File: src/rtl/clint_ctrl.sv
// clint_ctrl -- core-local interrupt/trap sequencer.
//
// Purpose:
//   Detects ECALL/EBREAK, enabled external interrupts and MRET in the execute
//   stage. It stalls the pipeline, writes the trap CSRs (mepc, mcause, mstatus)
//   or the MRET mstatus update one per cycle, and then pulses a PC redirect.
//
// Ports:
//   clk_i, rst_i          clock, synchronous active-high reset
//   inst_i, inst_addr_i   execute-stage instruction and its PC
//   jump_flag_i/addr_i    execute-stage jump in flight (async mepc source)
//   int_flag_i            external interrupt lines (any bit = request)
//   csr_mtvec_i/mepc_i/mstatus_i  live CSR values
//   clint_wen_o/waddr_o/wdata_o   CSR write port into the register file
//   hold_flag_o           pipeline stall request
//   int_assert_o/addr_o   one-cycle redirect pulse and its target
module clint_ctrl #(
  parameter logic [31:0] MCAUSE_EXT = 32'h8000_000B,
  parameter int unsigned MIE_BIT    = 3
) (
  input  logic        clk_i,
  input  logic        rst_i,
  input  logic [31:0] inst_i,
  input  logic [31:0] inst_addr_i,
  input  logic        jump_flag_i,
  input  logic [31:0] jump_addr_i,
  input  logic [7:0]  int_flag_i,
  input  logic [31:0] csr_mtvec_i,
  input  logic [31:0] csr_mepc_i,
  input  logic [31:0] csr_mstatus_i,
  output logic        clint_wen_o,
  output logic [31:0] clint_waddr_o,
  output logic [31:0] clint_wdata_o,
  output logic        hold_flag_o,
  output logic        int_assert_o,
  output logic [31:0] int_addr_o
);

  localparam logic [31:0] INST_ECALL  = 32'h0000_0073;
  localparam logic [31:0] INST_EBREAK = 32'h0010_0073;
  localparam logic [31:0] INST_MRET   = 32'h3020_0073;

  localparam logic [31:0] CSR_MSTATUS = 32'h0000_0300;
  localparam logic [31:0] CSR_MEPC    = 32'h0000_0341;
  localparam logic [31:0] CSR_MCAUSE  = 32'h0000_0342;

  typedef enum logic [2:0] {
    S_IDLE      = 3'd0,
    S_W_MEPC    = 3'd1,
    S_W_MCAUSE  = 3'd2,
    S_W_MSTATUS = 3'd3,
    S_W_MRET    = 3'd4,
    S_ASSERT    = 3'd5
  } state_t;

  state_t      r_state;
  state_t      w_next;
  logic [31:0] r_mepc;
  logic [31:0] r_mcause;
  logic        r_is_mret;

  logic        w_is_ecall;
  logic        w_is_ebreak;
  logic        w_is_mret;
  logic        w_sync;
  logic        w_async;
  logic        w_idle;
  logic        w_trap_evt;
  logic        w_mret_evt;
  logic [31:0] w_cap_mepc;
  logic [31:0] w_cap_mcause;
  logic [31:0] w_mst_trap;
  logic [31:0] w_mst_mret;

  assign w_is_ecall  = (inst_i == INST_ECALL);
  assign w_is_ebreak = (inst_i == INST_EBREAK);
  assign w_is_mret   = (inst_i == INST_MRET);
  assign w_sync      = w_is_ecall || w_is_ebreak;
  assign w_async     = (int_flag_i != 8'h00) && csr_mstatus_i[MIE_BIT];
  assign w_idle      = (r_state == S_IDLE) && !rst_i;
  // Priority: synchronous trap, then interrupt, then MRET.
  assign w_trap_evt  = w_idle && (w_sync || w_async);
  assign w_mret_evt  = w_idle && !w_sync && !w_async && w_is_mret;

  // An interrupt taken while a jump is resolving must resume at the jump target.
  assign w_cap_mepc   = w_sync ? inst_addr_i : (jump_flag_i ? jump_addr_i : inst_addr_i);
  assign w_cap_mcause = w_is_ecall  ? 32'd11 :
                        w_is_ebreak ? 32'd3  : MCAUSE_EXT;

  // mstatus images for trap entry (MPIE<=MIE, MIE<=0) and MRET (MIE<=MPIE, MPIE<=1).
  always_comb begin
    w_mst_trap          = csr_mstatus_i;
    w_mst_trap[7]       = csr_mstatus_i[MIE_BIT];
    w_mst_trap[MIE_BIT] = 1'b0;
    w_mst_mret          = csr_mstatus_i;
    w_mst_mret[MIE_BIT] = csr_mstatus_i[7];
    w_mst_mret[7]       = 1'b1;
  end

  // State register and capture of the trap context at the event cycle.
  always_ff @(posedge clk_i) begin
    if (rst_i) begin
      r_state   <= S_IDLE;
      r_mepc    <= 32'h0000_0000;
      r_mcause  <= 32'h0000_0000;
      r_is_mret <= 1'b0;
    end else begin
      r_state <= w_next;
      if (w_trap_evt) begin
        r_mepc    <= w_cap_mepc;
        r_mcause  <= w_cap_mcause;
        r_is_mret <= 1'b0;
      end else if (w_mret_evt) begin
        r_is_mret <= 1'b1;
      end
    end
  end

  // Next-state and output decode.
  always_comb begin
    w_next        = r_state;
    clint_wen_o   = 1'b0;
    clint_waddr_o = 32'h0000_0000;
    clint_wdata_o = 32'h0000_0000;
    hold_flag_o   = 1'b0;
    int_assert_o  = 1'b0;
    int_addr_o    = 32'h0000_0000;
    case (r_state)
      S_IDLE: begin
        if (w_trap_evt) begin
          w_next      = S_W_MEPC;
          hold_flag_o = 1'b1;
        end else if (w_mret_evt) begin
          w_next      = S_W_MRET;
          hold_flag_o = 1'b1;
        end else begin
          w_next      = S_IDLE;
        end
      end
      S_W_MEPC: begin
        w_next        = S_W_MCAUSE;
        hold_flag_o   = 1'b1;
        clint_wen_o   = 1'b1;
        clint_waddr_o = CSR_MEPC;
        clint_wdata_o = r_mepc;
      end
      S_W_MCAUSE: begin
        w_next        = S_W_MSTATUS;
        hold_flag_o   = 1'b1;
        clint_wen_o   = 1'b1;
        clint_waddr_o = CSR_MCAUSE;
        clint_wdata_o = r_mcause;
      end
      S_W_MSTATUS: begin
        w_next        = S_ASSERT;
        hold_flag_o   = 1'b1;
        clint_wen_o   = 1'b1;
        clint_waddr_o = CSR_MSTATUS;
        clint_wdata_o = w_mst_trap;
      end
      S_W_MRET: begin
        w_next        = S_ASSERT;
        hold_flag_o   = 1'b1;
        clint_wen_o   = 1'b1;
        clint_waddr_o = CSR_MSTATUS;
        clint_wdata_o = w_mst_mret;
      end
      S_ASSERT: begin
        w_next       = S_IDLE;
        hold_flag_o  = 1'b1;
        int_assert_o = 1'b1;
        int_addr_o   = r_is_mret ? csr_mepc_i : csr_mtvec_i;
      end
      default: begin
        w_next = S_IDLE;
      end
    endcase
  end

endmodule

File: config.mk
export PLATFORM = sky130hd
export DESIGN_NAME = clint_ctrl
export DESIGN_NICKNAME = d
export VERILOG_FILES = /design/src/rtl/clint_ctrl.sv
export SDC_FILE = /design/constraint.sdc
export NUM_CORES = 1
export LEC_CHECK = 0
export ABC_CLOCK_PERIOD_IN_PS = 2850
export CAP_MARGIN = 20
export CORE_AREA = 2 2 118 120
export DETAILED_ROUTE_END_ITERATION = 10
export DIE_AREA = 0 0 120 122
export GPL_TIMING_DRIVEN = 0
export MAX_ROUTING_LAYER = met4
export PLACE_DENSITY_LB_ADDON = 0.2
export SYNTH_ARGS = -nofsm -noshare
export SYNTH_HDL_FRONTEND = slang
export SYNTH_SLANG_ARGS = --single-unit
File: constraint.sdc
create_clock -name clk_i -period 2.85 [get_ports clk_i]
set_input_delay 0.57 -clock clk_i [delete_from_list [all_inputs] [get_ports clk_i]]
set_output_delay 0.57 -clock clk_i [all_outputs]
set_load 0.005 [all_outputs]
==> impl_metrics.py, run 1 <==
metrics = {
    "floorplanning": {
        "die_h_um": 122,
        "dieArea_um2": 14600,
        "initial_core_util": 0.215,
        "rows": 43,
        "die_x_um": 120,
        "coreArea_um2": 13500,
        "boundaryPins": 302,
    },
    "power": {
        "ir_drop_mv": 0.216,
        "powerDensity_nw_per_um2": 340,
        "p_leak_nw": 2.42,
        "fin_total_pwr_mw": 2.12,
    },
    "clock_tree": {
        "postCtsHoldBufs": 0,
        "cts_tree": "yes",
        "clock-sinks": 39,
        "clk_pin_slew_ps": 60,
        "clkLatencyLatePin_ps": 280,
        "cts-root-buf": "clkbuf_16",
        "clockBufferDepth": 2,
        "cts_buffers": 5,
        "cts_htree_levels": 2,
    },
    "setup_path": {
        "crit_slowest_cell": "or4bb_1",
        "crit_type": "in -> out",
        "crit_fanout": 2,
        "crit_start": "inst_i[5]",
        "worst_setup_path_start_kind": "primary input",
        "path_cells": "clkdlybuf4s15_1, or4bb_1, or3_1, or4_4, a31oi_4, buf_2",
        "rr_startpoint": "r_state[0]",
        "critPathTopFamily": "simple AND/OR/NAND/NOR gates",
        "path_depth": 6,
        "rr_worst_depth": 7,
        "slowest_delay_ps": 500,
        "required_ps": 2280,
        "endpoint_kind": "output port",
        "crit_arrival_ps": 2330,
        "crit_buf_inv": 2,
    },
    "global_route": {
        "grt_usage": 0.183,
        "overflow": 0,
        "grt_pass1_vias": 3921,
        "grt_max_degree": 12,
        "antenna_found_initial": 0,
        "grt_pass1_wl_mm": 20.6,
    },
    "route": {
        "wire_per_inst_um": 16.2,
        "detail_route.vias_per_cell": 4.52,
        "first_pass_iters": 4,
        "routed_wl_mm": 13.8,
        "drcViolationCount": 0,
        "drtAntennaViolNets": 0,
        "drtIter0Drc": 133,
        "vias": 3852,
    },
    "min_path": {
        "hp-start": "r_mepc[29]",
        "min_path_cells": 1,
        "hp-class": "reg -> reg",
    },
    "finish": {
        "postLayoutCellArea_um2": 6230,
        "diodes": 0,
        "area_delta_synth_final_pct": 115,
        "drive_above_1_share": 0.143,
        "regArea_um2": 787,
        "nets": 876,
        "multi_input_area_um2": 1960,
        "nFillCells": 1343,
    },
    "sta": {
        "fin_setup_tns_ps": -51.0,
        "final_max_slew_viol_count": 0,
        "finClkSkew_ps": 5.52,
        "min_period_ps": 2900,
        "rsz0062_at_grt": "true",
        "worst_pin_slew_ps": 592,
        "fin_crit_sh": 1.02,
        "max_freq_mhz": 345,
        "worst_slack_ps": -51.0,
        "finalSetupViolations": 1,
        "finalHoldViolCount": 0,
        "relSlewSlack": 0.604,
    },
    "logic_synthesis": {
        "synthCells": 360,
        "avgSynthCellArea_um2": 8.06,
        "yosysSeqAreaShare": 0.269,
        "yosys_register_bits": 39,
        "synth.distinct_cells": 43,
        "syn_area_um2": 2900,
        "ys.warnings.count": 0,
        "async_flop_share": 0,
        "synth_flop_cell": "dfxtp_1",
        "synth-edff-count": 0,
    },
    "status": {
        "violations": "negative setup slack",
        "status": "complete, but fails checks",
    },
    "placement": {
        "hpwlAfterDp_mm": 11.2,
        "place_congestion": 0.784,
        "dp_slack_ps": -1010,
        "io_buffers": 273,
        "placed_area_um2": 5960,
    },
    "job": {
        "cap_violations": 0,
    },
}
==> per-layer routing <==
layer  GRT usage  share of wire
met5           -              0
met3      0.0463          0.082
met1       0.193           0.38
met2       0.346           0.52
met4      0.0368          0.011
==> timing repair <==
action | CTS | global route
endpoints found under the hold margin | 0 | 0
buffers inserted | 7 | 0
resized for setup | 82 | 12
pin swaps | 15 | 2
setup endpoints to repair | 81 | 51
==> sequential cells by signal, summed over array words and instances (netlist names) <==
signal / count
r_mepc: 32
r_mcause: 3
r_state: 3
r_is_mret: 1
==> synthesized netlist by cell type (2+ instances only) <==
master | count | area share
buf_6 | 3 | 0.012
nand2_1 | 37 | 0.048
ha_1 | 2 | 0.0086
o21ai_0 | 4 | 0.0069
nor2b_1 | 3 | 0.0065
nor4_1 | 5 | 0.011
a21oi_1 | 5 | 0.0086
mux2_2 | 4 | 0.016
a211oi_1 | 2 | 0.0052
inv_1 | 6 | 0.0078
a21boi_0 | 2 | 0.0052
mux2i_1 | 32 | 0.11
or3_1 | 4 | 0.0086
buf_4 | 28 | 0.072
dfxtp_1 | 39 | 0.27
clkbuf_1 | 22 | 0.028
a22o_1 | 27 | 0.082
or4_1 | 2 | 0.0052
nor3_1 | 4 | 0.0069
buf_1 | 4 | 0.0052
nand4_1 | 2 | 0.0043
nor2_1 | 67 | 0.087
a21o_1 | 2 | 0.0052
a221o_1 | 32 | 0.11
a22oi_1 | 4 | 0.010
==> cell families (layout without fill, tap and decap cells) <==
group / after synthesis / count (layout) / synth area share
simple gates: 134 / 134 / 0.210
compound gates: 85 / 85 / 0.259
buf+inv: 63 / 349 / 0.126
flops: 39 / 39 / 0.269
mux: 36 / 36 / 0.126
fa+ha+maj: 2 / 2 / 0.00863
other cells: 1 / 27 / 0.00129
==> where the power goes <==
group	switching (mW)	total (mW)	internal (mW)
combinational	0.335	0.899	0.564
sequential	0.0569	0.673	0.616
clock	0.221	0.544	0.324
total	0.613	2.12	1.50
==> stage by stage <==
step | hold slack [ps] | util | cells
global route | 513 | 0.462 | 852
detailed placement | 479 | 0.441 | 839
finish | 490 | 0.462 | 852
CTS | 493 | 0.459 | 852
floorplan | 452 | - | 386
global placement | 472 | 0.441 | 839
==> area by class of cell <==
type,count,area share
repair buffers,280,0.439
multi-input cells,284,0.315
flip-flops and latches,39,0.126
plain buffers,55,0.0580
well taps,180,0.0361
clock buffers,7,0.0213
inverters,6,0.00361
clock inverters,1,0.000803
==> path summary, 6_finish.rpt <==
| kind | endpoint | slack [ps] |
|---|---|---|
| min | r_mepc[29] | 490 |
| max | hold_flag_o | -50 |
| min reg2reg | r_mepc[29] | 490 |
| max reg2reg | r_mepc[9] | 630 |
==> placed cells by master (no fill, tap or decap), types with 6 or more instances in the layout <==
master             n
nand2_1           35
inv_1              6
dlygate4sd2_1     11
clkdlybuf4s50_1  250
clkbuf_1          14
nor2_1            66
a221o_1           32
buf_4             35
conb_1            27
dfxtp_1           36
a22o_1            27
buf_2             10
mux2i_1           32
(Power assumes the default switching activity.)
==> inputs of run 2 (changes only) <==
--- a/config.mk
+++ b/config.mk
@@ -6,7 +6,6 @@
 export NUM_CORES = 1
 export LEC_CHECK = 0
 export ABC_CLOCK_PERIOD_IN_PS = 2850
-export CAP_MARGIN = 20
 export CORE_AREA = 2 2 118 120
 export DETAILED_ROUTE_END_ITERATION = 10
 export DIE_AREA = 0 0 120 122
==> results of run 2 <==
The final DEF is identical to that of run 1; final timing and power are the same.
